File: src/rtl/oled_pkg.sv
// rtl/oled_pkg.sv - shared OLED types, command bytes and init step encoding
package oled_pkg;

  typedef enum logic [2:0] {
    ST_IDLE,
    ST_FETCH,
    ST_SPI1,
    ST_SPI2,
    ST_DLY,
    ST_DONE
  } state_t;

  typedef enum logic {
    STEP_ACT,
    STEP_CMD
  } step_kind_t;

  // Which power/reset pin an ACT step writes
  typedef enum logic [1:0] {
    PIN_VDD_ON,
    PIN_RES_LO,
    PIN_RES_HI,
    PIN_VBAT_ON
  } pin_act_t;

  typedef struct packed {
    step_kind_t kind;
    pin_act_t   pin;
    logic       dly_long;  // 1: VBAT settle delay, 0: short power delay
    logic [7:0] data;
  } step_t;

  localparam int N_INIT_STEPS = 16;

  localparam logic [7:0] CMD_DISP_OFF      = 8'hAE;
  localparam logic [7:0] CMD_CHG_PUMP      = 8'h8D;
  localparam logic [7:0] CMD_CHG_PUMP_ON   = 8'h14;
  localparam logic [7:0] CMD_PRECHARGE     = 8'hD9;
  localparam logic [7:0] CMD_PRECHARGE_VAL = 8'hF1;
  localparam logic [7:0] CMD_CONTRAST      = 8'h81;
  localparam logic [7:0] CMD_CONTRAST_VAL  = 8'h0F;
  localparam logic [7:0] CMD_SEG_REMAP     = 8'hA1;
  localparam logic [7:0] CMD_COM_SCAN_DEC  = 8'hC8;
  localparam logic [7:0] CMD_COM_PINS      = 8'hDA;
  localparam logic [7:0] CMD_COM_PINS_VAL  = 8'h20;
  localparam logic [7:0] CMD_DISP_ON       = 8'hAF;

  function automatic step_t cmd_step(input logic [7:0] b);
    cmd_step = '{kind: STEP_CMD, pin: PIN_VDD_ON, dly_long: 1'b0, data: b};
  endfunction

  function automatic step_t act_step(input pin_act_t p, input logic long_dly);
    act_step = '{kind: STEP_ACT, pin: p, dly_long: long_dly, data: 8'h00};
  endfunction

endpackage

File: src/rtl/init_delay.sv
// rtl/init_delay.sv - millisecond countdown used between power-up actions
module init_delay import oled_pkg::*; #(
  parameter int CLKS_PER_MS = 100000
) (
  input  logic       clk,
  input  logic       rst,
  input  logic       load,
  input  logic       en,
  input  logic [6:0] ms,
  output logic       fin
);

  localparam int PW = (CLKS_PER_MS > 1) ? $clog2(CLKS_PER_MS) : 1;
  localparam logic [PW-1:0] PRE_LAST = PW'(CLKS_PER_MS - 1);

  logic [PW-1:0] pre;
  logic [6:0]    ms_cnt;
  logic          tick;

  assign tick = (pre == PRE_LAST);
  // fin marks the last cycle of the delay so the caller leaves on that edge,
  // giving exactly ms*CLKS_PER_MS enabled cycles
  assign fin  = en && ((ms_cnt == 7'd0) || ((ms_cnt == 7'd1) && tick));

  // Prescaler divides clk down to ms ticks; ms_cnt counts them down
  always_ff @(posedge clk or posedge rst) begin
    if (rst) begin
      pre    <= '0;
      ms_cnt <= '0;
    end else if (load) begin
      pre    <= '0;
      ms_cnt <= ms;
    end else if (en && (ms_cnt != 7'd0)) begin
      if (tick) begin
        pre    <= '0;
        ms_cnt <= ms_cnt - 7'd1;
      end else begin
        pre <= pre + PW'(1);
      end
    end
  end

endmodule

File: src/rtl/oled_init.sv
// rtl/oled_init.sv - SSD1306 power-up and configuration sequencer
module oled_init import oled_pkg::*; #(
  parameter int CLKS_PER_MS = 100000,
  parameter int DLY_PWR_MS  = 1,
  parameter int DLY_VBAT_MS = 100
) (
  input  logic       clk,
  input  logic       rst,
  input  logic       en,
  input  logic       spi_fin,
  output logic       spi_en,
  output logic [7:0] spi_data,
  output logic       dc,
  output logic       vdd_n,
  output logic       vbat_n,
  output logic       res_n,
  output logic       fin
);

  state_t     state, state_d;
  logic [4:0] step, step_d;
  logic       spi_en_d, vdd_n_d, vbat_n_d, res_n_d;
  logic [7:0] spi_data_d;
  step_t      cur;
  logic       dly_load, dly_en, dly_fin;
  logic [6:0] dly_ms;

  assign dc = 1'b0;

  // Step table: power actions interleaved with configuration bytes
  always_comb begin
    cur = cmd_step(8'h00);
    case (step)
      5'd0:    cur = act_step(PIN_VDD_ON, 1'b0);
      5'd1:    cur = cmd_step(CMD_DISP_OFF);
      5'd2:    cur = act_step(PIN_RES_LO, 1'b0);
      5'd3:    cur = act_step(PIN_RES_HI, 1'b0);
      5'd4:    cur = cmd_step(CMD_CHG_PUMP);
      5'd5:    cur = cmd_step(CMD_CHG_PUMP_ON);
      5'd6:    cur = cmd_step(CMD_PRECHARGE);
      5'd7:    cur = cmd_step(CMD_PRECHARGE_VAL);
      5'd8:    cur = act_step(PIN_VBAT_ON, 1'b1);
      5'd9:    cur = cmd_step(CMD_CONTRAST);
      5'd10:   cur = cmd_step(CMD_CONTRAST_VAL);
      5'd11:   cur = cmd_step(CMD_SEG_REMAP);
      5'd12:   cur = cmd_step(CMD_COM_SCAN_DEC);
      5'd13:   cur = cmd_step(CMD_COM_PINS);
      5'd14:   cur = cmd_step(CMD_COM_PINS_VAL);
      5'd15:   cur = cmd_step(CMD_DISP_ON);
      default: cur = cmd_step(8'h00);
    endcase
  end

  assign dly_ms = cur.dly_long ? 7'(DLY_VBAT_MS) : 7'(DLY_PWR_MS);

  init_delay #(.CLKS_PER_MS(CLKS_PER_MS)) u_delay (
    .clk  (clk),
    .rst  (rst),
    .load (dly_load),
    .en   (dly_en),
    .ms   (dly_ms),
    .fin  (dly_fin)
  );

  // Next-state and next-output decode; pins hold unless an ACT step writes one
  always_comb begin
    state_d    = state;
    step_d     = step;
    spi_en_d   = spi_en;
    spi_data_d = spi_data;
    vdd_n_d    = vdd_n;
    vbat_n_d   = vbat_n;
    res_n_d    = res_n;
    dly_load   = 1'b0;
    dly_en     = 1'b0;
    case (state)
      ST_IDLE: begin
        step_d = 5'd0;
        if (en) state_d = ST_FETCH;
      end
      ST_FETCH: begin
        if (step == 5'(N_INIT_STEPS)) begin
          state_d = ST_DONE;
        end else if (cur.kind == STEP_CMD) begin
          spi_data_d = cur.data;
          state_d    = ST_SPI1;
        end else begin
          case (cur.pin)
            PIN_VDD_ON:  vdd_n_d  = 1'b0;
            PIN_RES_LO:  res_n_d  = 1'b0;
            PIN_RES_HI:  res_n_d  = 1'b1;
            PIN_VBAT_ON: vbat_n_d = 1'b0;
            default:     ;
          endcase
          dly_load = 1'b1;
          state_d  = ST_DLY;
        end
      end
      ST_SPI1: begin
        spi_en_d = 1'b1;
        state_d  = ST_SPI2;
      end
      ST_SPI2: begin
        if (spi_fin) begin
          spi_en_d = 1'b0;
          step_d   = step + 5'd1;
          state_d  = ST_FETCH;
        end
      end
      ST_DLY: begin
        dly_en = 1'b1;
        if (dly_fin) begin
          step_d  = step + 5'd1;
          state_d = ST_FETCH;
        end
      end
      ST_DONE: begin
        if (!en) state_d = ST_IDLE;
      end
      default: state_d = ST_IDLE;
    endcase
  end

  // State, step counter and all outputs registered; reset drops the rails
  always_ff @(posedge clk or posedge rst) begin
    if (rst) begin
      state    <= ST_IDLE;
      step     <= 5'd0;
      spi_en   <= 1'b0;
      spi_data <= 8'h00;
      vdd_n    <= 1'b1;
      vbat_n   <= 1'b1;
      res_n    <= 1'b1;
      fin      <= 1'b0;
    end else begin
      state    <= state_d;
      step     <= step_d;
      spi_en   <= spi_en_d;
      spi_data <= spi_data_d;
      vdd_n    <= vdd_n_d;
      vbat_n   <= vbat_n_d;
      res_n    <= res_n_d;
      fin      <= (state_d == ST_DONE);
    end
  end

endmodule
File: config.mk
export PLATFORM = sky130hd
export DESIGN_NAME = oled_init
export DESIGN_NICKNAME = d
export VERILOG_FILES = /design/src/rtl/oled_pkg.sv /design/src/rtl/init_delay.sv /design/src/rtl/oled_init.sv
export SDC_FILE = /design/constraint.sdc
export NUM_CORES = 1
export LEC_CHECK = 0
export BUFFER_PORTS_ARGS = -buffer_cell sky130_fd_sc_hd__buf_2
export CAP_MARGIN = 25
export CORE_ASPECT_RATIO = 0.8
export CORE_MARGIN = 8
export CORE_UTILIZATION = 40
export DETAILED_ROUTE_END_ITERATION = 8
export SLEW_MARGIN = 0
export SYNTH_ARGS = -nofsm -noshare
export SYNTH_HDL_FRONTEND = slang
export SYNTH_SLANG_ARGS = --single-unit
File: constraint.sdc
create_clock -name clk -period 3.4 [get_ports clk]
set_input_delay 0.51 -clock clk [delete_from_list [all_inputs] [get_ports clk]]
set_output_delay 0.51 -clock clk [all_outputs]
set_load 0.005 [all_outputs]
## Yosys cells after proc, flatten, opt, wreduce, memory -nomap -nowiden

Memory sizes are Yosys's and may differ from the RTL's.
Index checks and enable logic that the tools add are counted.
W data, S select, Z words.

| storage, ports and cells | value |
|---|---|
| flip-flop bits (word level) | 45 |
| logic and storage cells | 75 |
| memories kept | 1 |
| ROM bits | 192 |
| input port bits | 4 |

Memory list:

| name | depth | width | read ports | clocked after memory_dff | wr ports | line | text |
|---|---|---|---|---|---|---|---|
| (name not given) | 16 | 12 | 1 | 0 | 0 | oled_init.sv:33 | `case (step)` |

| cells by class | value |
|---|---|
| equality and inequality tests | 14 |
| bitwise operators | 2 |
| multiplexer cells | 25 |
| reductions and logical operators | 20 |
| $add $sub $neg | 3 |

Operators by type and width:

| kind | number |
|---|---|
| $mux W17 | 3 |
| $mux W7 | 4 |
| $mux W3 | 6 |
| $pmux W3 S6 | 1 |
| $add A17 B1 Y17 const B | 1 |
| $eq A17 B17 Y1 const B | 1 |
| $pmux W5 S3 | 1 |
| $mux W12 | 1 |
| $reduce_and A4 Y1 | 3 |
| $mux W5 | 2 |
| $eq A3 B3 Y1 const B | 3 |
| $reduce_bool A2 Y1 | 4 |
| $eq A7 B1 Y1 const B | 1 |
| $logic_not A7 Y1 | 1 |
| $reduce_bool A7 Y1 | 1 |
| $sub A7 B1 Y7 const B | 1 |
| $eq A3 B2 Y1 const B | 2 |
| $reduce_and A3 Y1 | 2 |
| $add A5 B1 Y5 const B | 1 |
| $eq A5 B5 Y1 const B | 1 |
| $mux W1 | 5 |
| $eq A2 B2 Y1 const B | 2 |
| $ne A2 B2 Y1 const B | 2 |
| $pmux W1 S2 | 2 |
| other kinds (9) | 13 |

## Logic depth before layout (Yosys ltp)

| logic depth | value |
|---|---|
| word-level depth | 7 |
| mapped depth | 9 |
| depth with buffers taken out | 9 |

## By module

Synthesis repeated with hierarchy kept, for this count alone.

| second synthesis, totals | value |
|---|---|
| cells, all modules | 328 |
| area, all modules | 2992.9 sq um |

By module, submodules not included:

| module | sequential area each (sq um) | times used | cells each | area an instance (sq um) |
|---|---|---|---|---|
| init_delay | 600.6 | 1 | 179 | 1584.0 |
| oled_init | 529.3 | 1 | 149 | 1408.9 |

## Worst setup path before layout

No wires, ideal clock.

| path | value |
|---|---|
| path type | flip-flop to flip-flop |
| start point | reg step[0] |
| end point | reg u_delay.pre[15] |
| stages on the path, launching flop included | 10 |
| setup time | 0.096 ns |
| data arrival time | 2.118 ns |
| period minus slack after synthesis | 2.213 ns |
| slack | 1.187 ns |
| cell sequence | dfrtp_1 -> inv_1 -> ha_1 -> and2_0 -> o211a_1 -> clkbuf_1 -> nor2_1 -> clkbuf_1 -> o21ai_0 -> o31ai_1 |

| on the way | value |
|---|---|
| cells in the longest elaborated chain, start to end | 6 |
| elaborated cells on any way between the ends | 8 |

Ends and longest elaborated chain:

| element | line | text |
|---|---|---|
| from (decl) | oled_init.sv:21 | `logic [4:0] step, step_d;` |
| from (signal assigned) | oled_init.sv:137 | `step <= step_d;` |
| $mem_v2 Z16 W12 | n/a |  |
| $mux W12 | oled_init.sv:33 |  |
| $mux W1 | oled_init.sv:84 | `end else if (cur.kind == STEP_CMD) begin` |
| $mux W1 * | oled_init.sv:82 | `if (step == 5'(N_INIT_STEPS)) begin` |
| $mux W1 * | oled_init.sv:76 | `case (state)` |
| $mux W17 / $reduce_bool A2 Y1 (equally long branches) | n/a |  |
| to (signal assigned) | init_delay.sv:38 | `pre <= pre + PW'(1);` |
| to (decl) | init_delay.sv:16 | `logic [PW-1:0] pre;` |

Every way passes the cells marked *; elsewhere a longest branch is shown, timed or not.
A chain may end at the register's enable or synchronous reset.

## Final worst setup path

| path | value |
|---|---|
| start point | reg step[0] |
| end point | reg u_delay.pre[3] |

Same word-level chain as after synthesis.

==> impl_metrics.tcl <==
set metrics [dict create \
    status "complete, no violations" \
    num_rows 27 \
    diodes 0 \
    crit_path_top_delay_cell "nor2_1" \
    die_h_um 89.86 \
    netSwitchingFraction 0.4198 \
    clkSlewWorstSetupHoldPaths_ns 0.09 \
    dp_hpwl_mm 4.266 \
    finalClockSkew_ns 0.01205 \
    holdBufCountCts 0 \
    globalRouteOverflowTotal 0 \
    pwr-share-clk 0.180 \
    min_period_over_period 0.8641 \
    max_slew.worst_pin.slew_ns 0.9938 \
    grt_pass1_wl_mm 10.87 \
    max_freq_ghz 0.3404 \
    cp.depth 7 \
    maxCapViolCount 0 \
    path_delay_family "simple AND/OR/NAND/NOR gates" \
    cts_made_buffers 5 \
    synth_ff_type "dfrtp_1" \
    power.net_switching_mw 0.8129 \
    power_frac_comb 0.420 \
    ys_types 56 \
    grt_max_degree 46 \
    drv_slew 0 \
    cp_max_fo 18 \
    drc 0 \
    cts_resized 0 \
    dieArea_mm2 0.009734 \
    syn_area_mm2 0.002728 \
    setup_viol 0 \
    path_class "flop to flop" \
    core_mm2 0.006756 \
    peakVddDrop_mv 0.2509 \
    drive_gt1_frac 0.1193 \
    cp.required_ns 3.60 \
    first_iter_violations 138 \
    clk_path_buf_depth 2 \
    tns_ns 0 \
    synthCells 315 \
    ys_seq_elements 45 \
    finalHoldViolCount 0 \
    ff2ff_path_depth 7 \
    syn_avg_cell_area_um2 8.659 \
    final.fill_count 704 \
    portBuffers 16 \
    relSlewSlack 0.3350 \
    htree_levels 2 \
    hold_class "input pin to asynchronous set/reset pin" \
    power.density_mw_per_mm2 649.2 \
    synth_async_sr_flop_share 1.000 \
    totalPowerFinal_mw 1.937 \
    path_cells "inv_1 -> ha_1 -> and2_0 -> o211a_1 -> nor2_1 -> o21ai_0 -> o31ai_1" \
    fin_nets 344 \
    regToRegStartpoint "step[0]$_DFFE_PP0P_" \
    synth-edff-count 0 \
    max_stage_delay_ns 0.86 \
    first_pass_iters 4 \
    crit_path_start "step[0]$_DFFE_PP0P_" \
    cts_root_buf "clkbuf_8" \
    grt_pass1_vias 2159 \
    r2r_slack_ns 0.46 \
    detail-route-antenna-nets 0 \
    vias 2293 \
    cp-start-kind "flop" \
    fin_crit_ns 2.938 \
    ioPinCount 18 \
    p_leak_nw 1.261 \
    syn-num-nets 333 \
    yosysSeqAreaShare 0.4142 \
    start_util 0.4037 \
    clk_latency_ns 0.30 \
    critPathBufInv 1 \
    area_growth_pct 9.358 \
    seqPwrFrac 0.400 \
    cp.arrival_ns 3.13 \
    layout_commonest_cell "dfrtp_1" \
    p_int_mw 1.124 \
    die-width_um 108.3 \
    drt_wl_total_mm 6.089 \
    whs_ns 0.1876 \
    rsz0062_at_grt "false" \
    r2r_end "u_delay.pre[3]$_DFFE_PP0P_" \
    antenna_found_initial 0 \
    track_usage 0.1343 \
    wl_per_cell_um 14.71 \
    final_cell_mix "42 x dfrtp_1, 38 x o21ai_0, 38 x nand2_1" \
    clock_sinks 45 \
    cts_setup_buffers 0 \
    tritoncts "yes" \
    worstSetupEndpoint "u_delay.pre[3]$_DFFE_PP0P_" \
    gp_congestion 0.8952 \
    endpoint_kind "flop" \
    yosys_warnings 0 \
    post_drt_via_cell_ratio 5.539 \
]
## through the flow
step	setup WS (ns)	std cells	util	area, um^2
6_report	0.4621	414	0.4415	2983
5_1_grt	0.06584	414	0.4415	2983
4_1_cts	0.4357	413	0.4385	2963
3_5_place_dp	0.4872	405	0.4252	2873
3_3_place_gp	0.6095	405	0.4252	2873
2_1_floorplan	1.187	315	-	2728
## layout make-up
class	count	area [um^2]	area share
Tap cell	87	108.9	0.03649
Multi-Input combinational cell	241	1483	0.4971
Sequential cell	45	1130	0.3788
Clock buffer	8	90.09	0.03020
Inverter	13	48.80	0.01636
Timing Repair Buffer	20	122.6	0.04111
## logic make-up (layout without fill, tap and decap cells)
logic type / Yosys count / after routing / synth area share
flip-flops: 45 / 45 / 0.4142
XOR/XNOR: 1 / 1 / 0.003212
multiplexers: 2 / 2 / 0.007798
buffers and inverters: 29 / 41 / 0.04221
adder cells (fa/ha/maj): 14 / 14 / 0.06422
AND/OR/NAND/NOR: 119 / 119 / 0.2252
AO/OA/AOI/OAI: 104 / 104 / 0.2417
other: 1 / 1 / 0.001375
## layer usage
layer | global-route usage | up-vias | share of wire
met5 | 0 | - | 0
met4 | 0.03527 | 0 | 0.0085
met3 | 0.02710 | 5 | 0.042
met2 | 0.1812 | 47 | 0.40
met1 | 0.2073 | 1078 | 0.55
li1 | - | 1163 | -
## cell usage after synthesis (2+ instances only)
master     n  area, um^2
a211oi_1   7       52.55
a21boi_0   3       22.52
a21o_1     3       22.52
a21oi_1   18       90.09
a22o_1     2       17.52
a31oi_1    3       18.77
and2_1     3       18.77
and3_1     3       18.77
buf_1      3       11.26
buf_2      2       10.01
clkbuf_1  10       37.54
dfrtp_1   42        1051
dfstp_2    3       78.83
ha_1      14       175.2
inv_1     13       48.80
nand2_1   38       142.6
nand2b_1   4       25.02
nand3_1   15       75.07
nand4_1    3       18.77
nor2_1    21       78.83
nor2b_1    2       12.51
nor3_1    10       50.05
nor3b_1    3       22.52
nor4_1     4       25.02
o211ai_1   2       15.01
o21ai_0   38       190.2
o311ai_0   2       17.52
o31ai_1   13       97.59
or3_1      3       18.77
or4bb_1    2       22.52
## registers in the layout, indices dropped and copies added, names as in the netlist
| signal | cells |
|---|---|
| fin | 1 |
| res_n | 1 |
| spi_data | 8 |
| spi_en | 1 |
| state | 3 |
| step | 5 |
| u_delay.ms_cnt | 7 |
| u_delay.pre | 17 |
| vbat_n | 1 |
| vdd_n | 1 |
## how the worst min path moves through the flow
| stage | end | startpoint |
|---|---|---|
| final | u_delay.pre[16]$_DFFE_PP0P_ | rst |
| after floorplan | u_delay.pre[16]$_DFFE_PP0P_ | u_delay.pre[16]$_DFFE_PP0P_ |
| after detailed placement | spi_data[7]$_DFFE_PP0P_ | spi_data[7]$_DFFE_PP0P_ |
| after CTS | u_delay.ms_cnt[4]$_DFFE_PP0P_ | rst |
| after global placement | spi_data[2]$_DFFE_PP0P_ | spi_data[2]$_DFFE_PP0P_ |
| after global routing | u_delay.pre[16]$_DFFE_PP0P_ | rst |
## power by group through the flow
stage               Sequential, mW  Clock, mW  Combinational [mW]
floorplan                    0.728          0               0.656
CTS                          0.773      0.368               0.818
global placement             0.778          0               0.808
global route                 0.795      0.385               0.937
detailed placement           0.782          0               0.814
finish                       0.774      0.349               0.813
No activity file was read; power rests on OpenSTA's default activity.
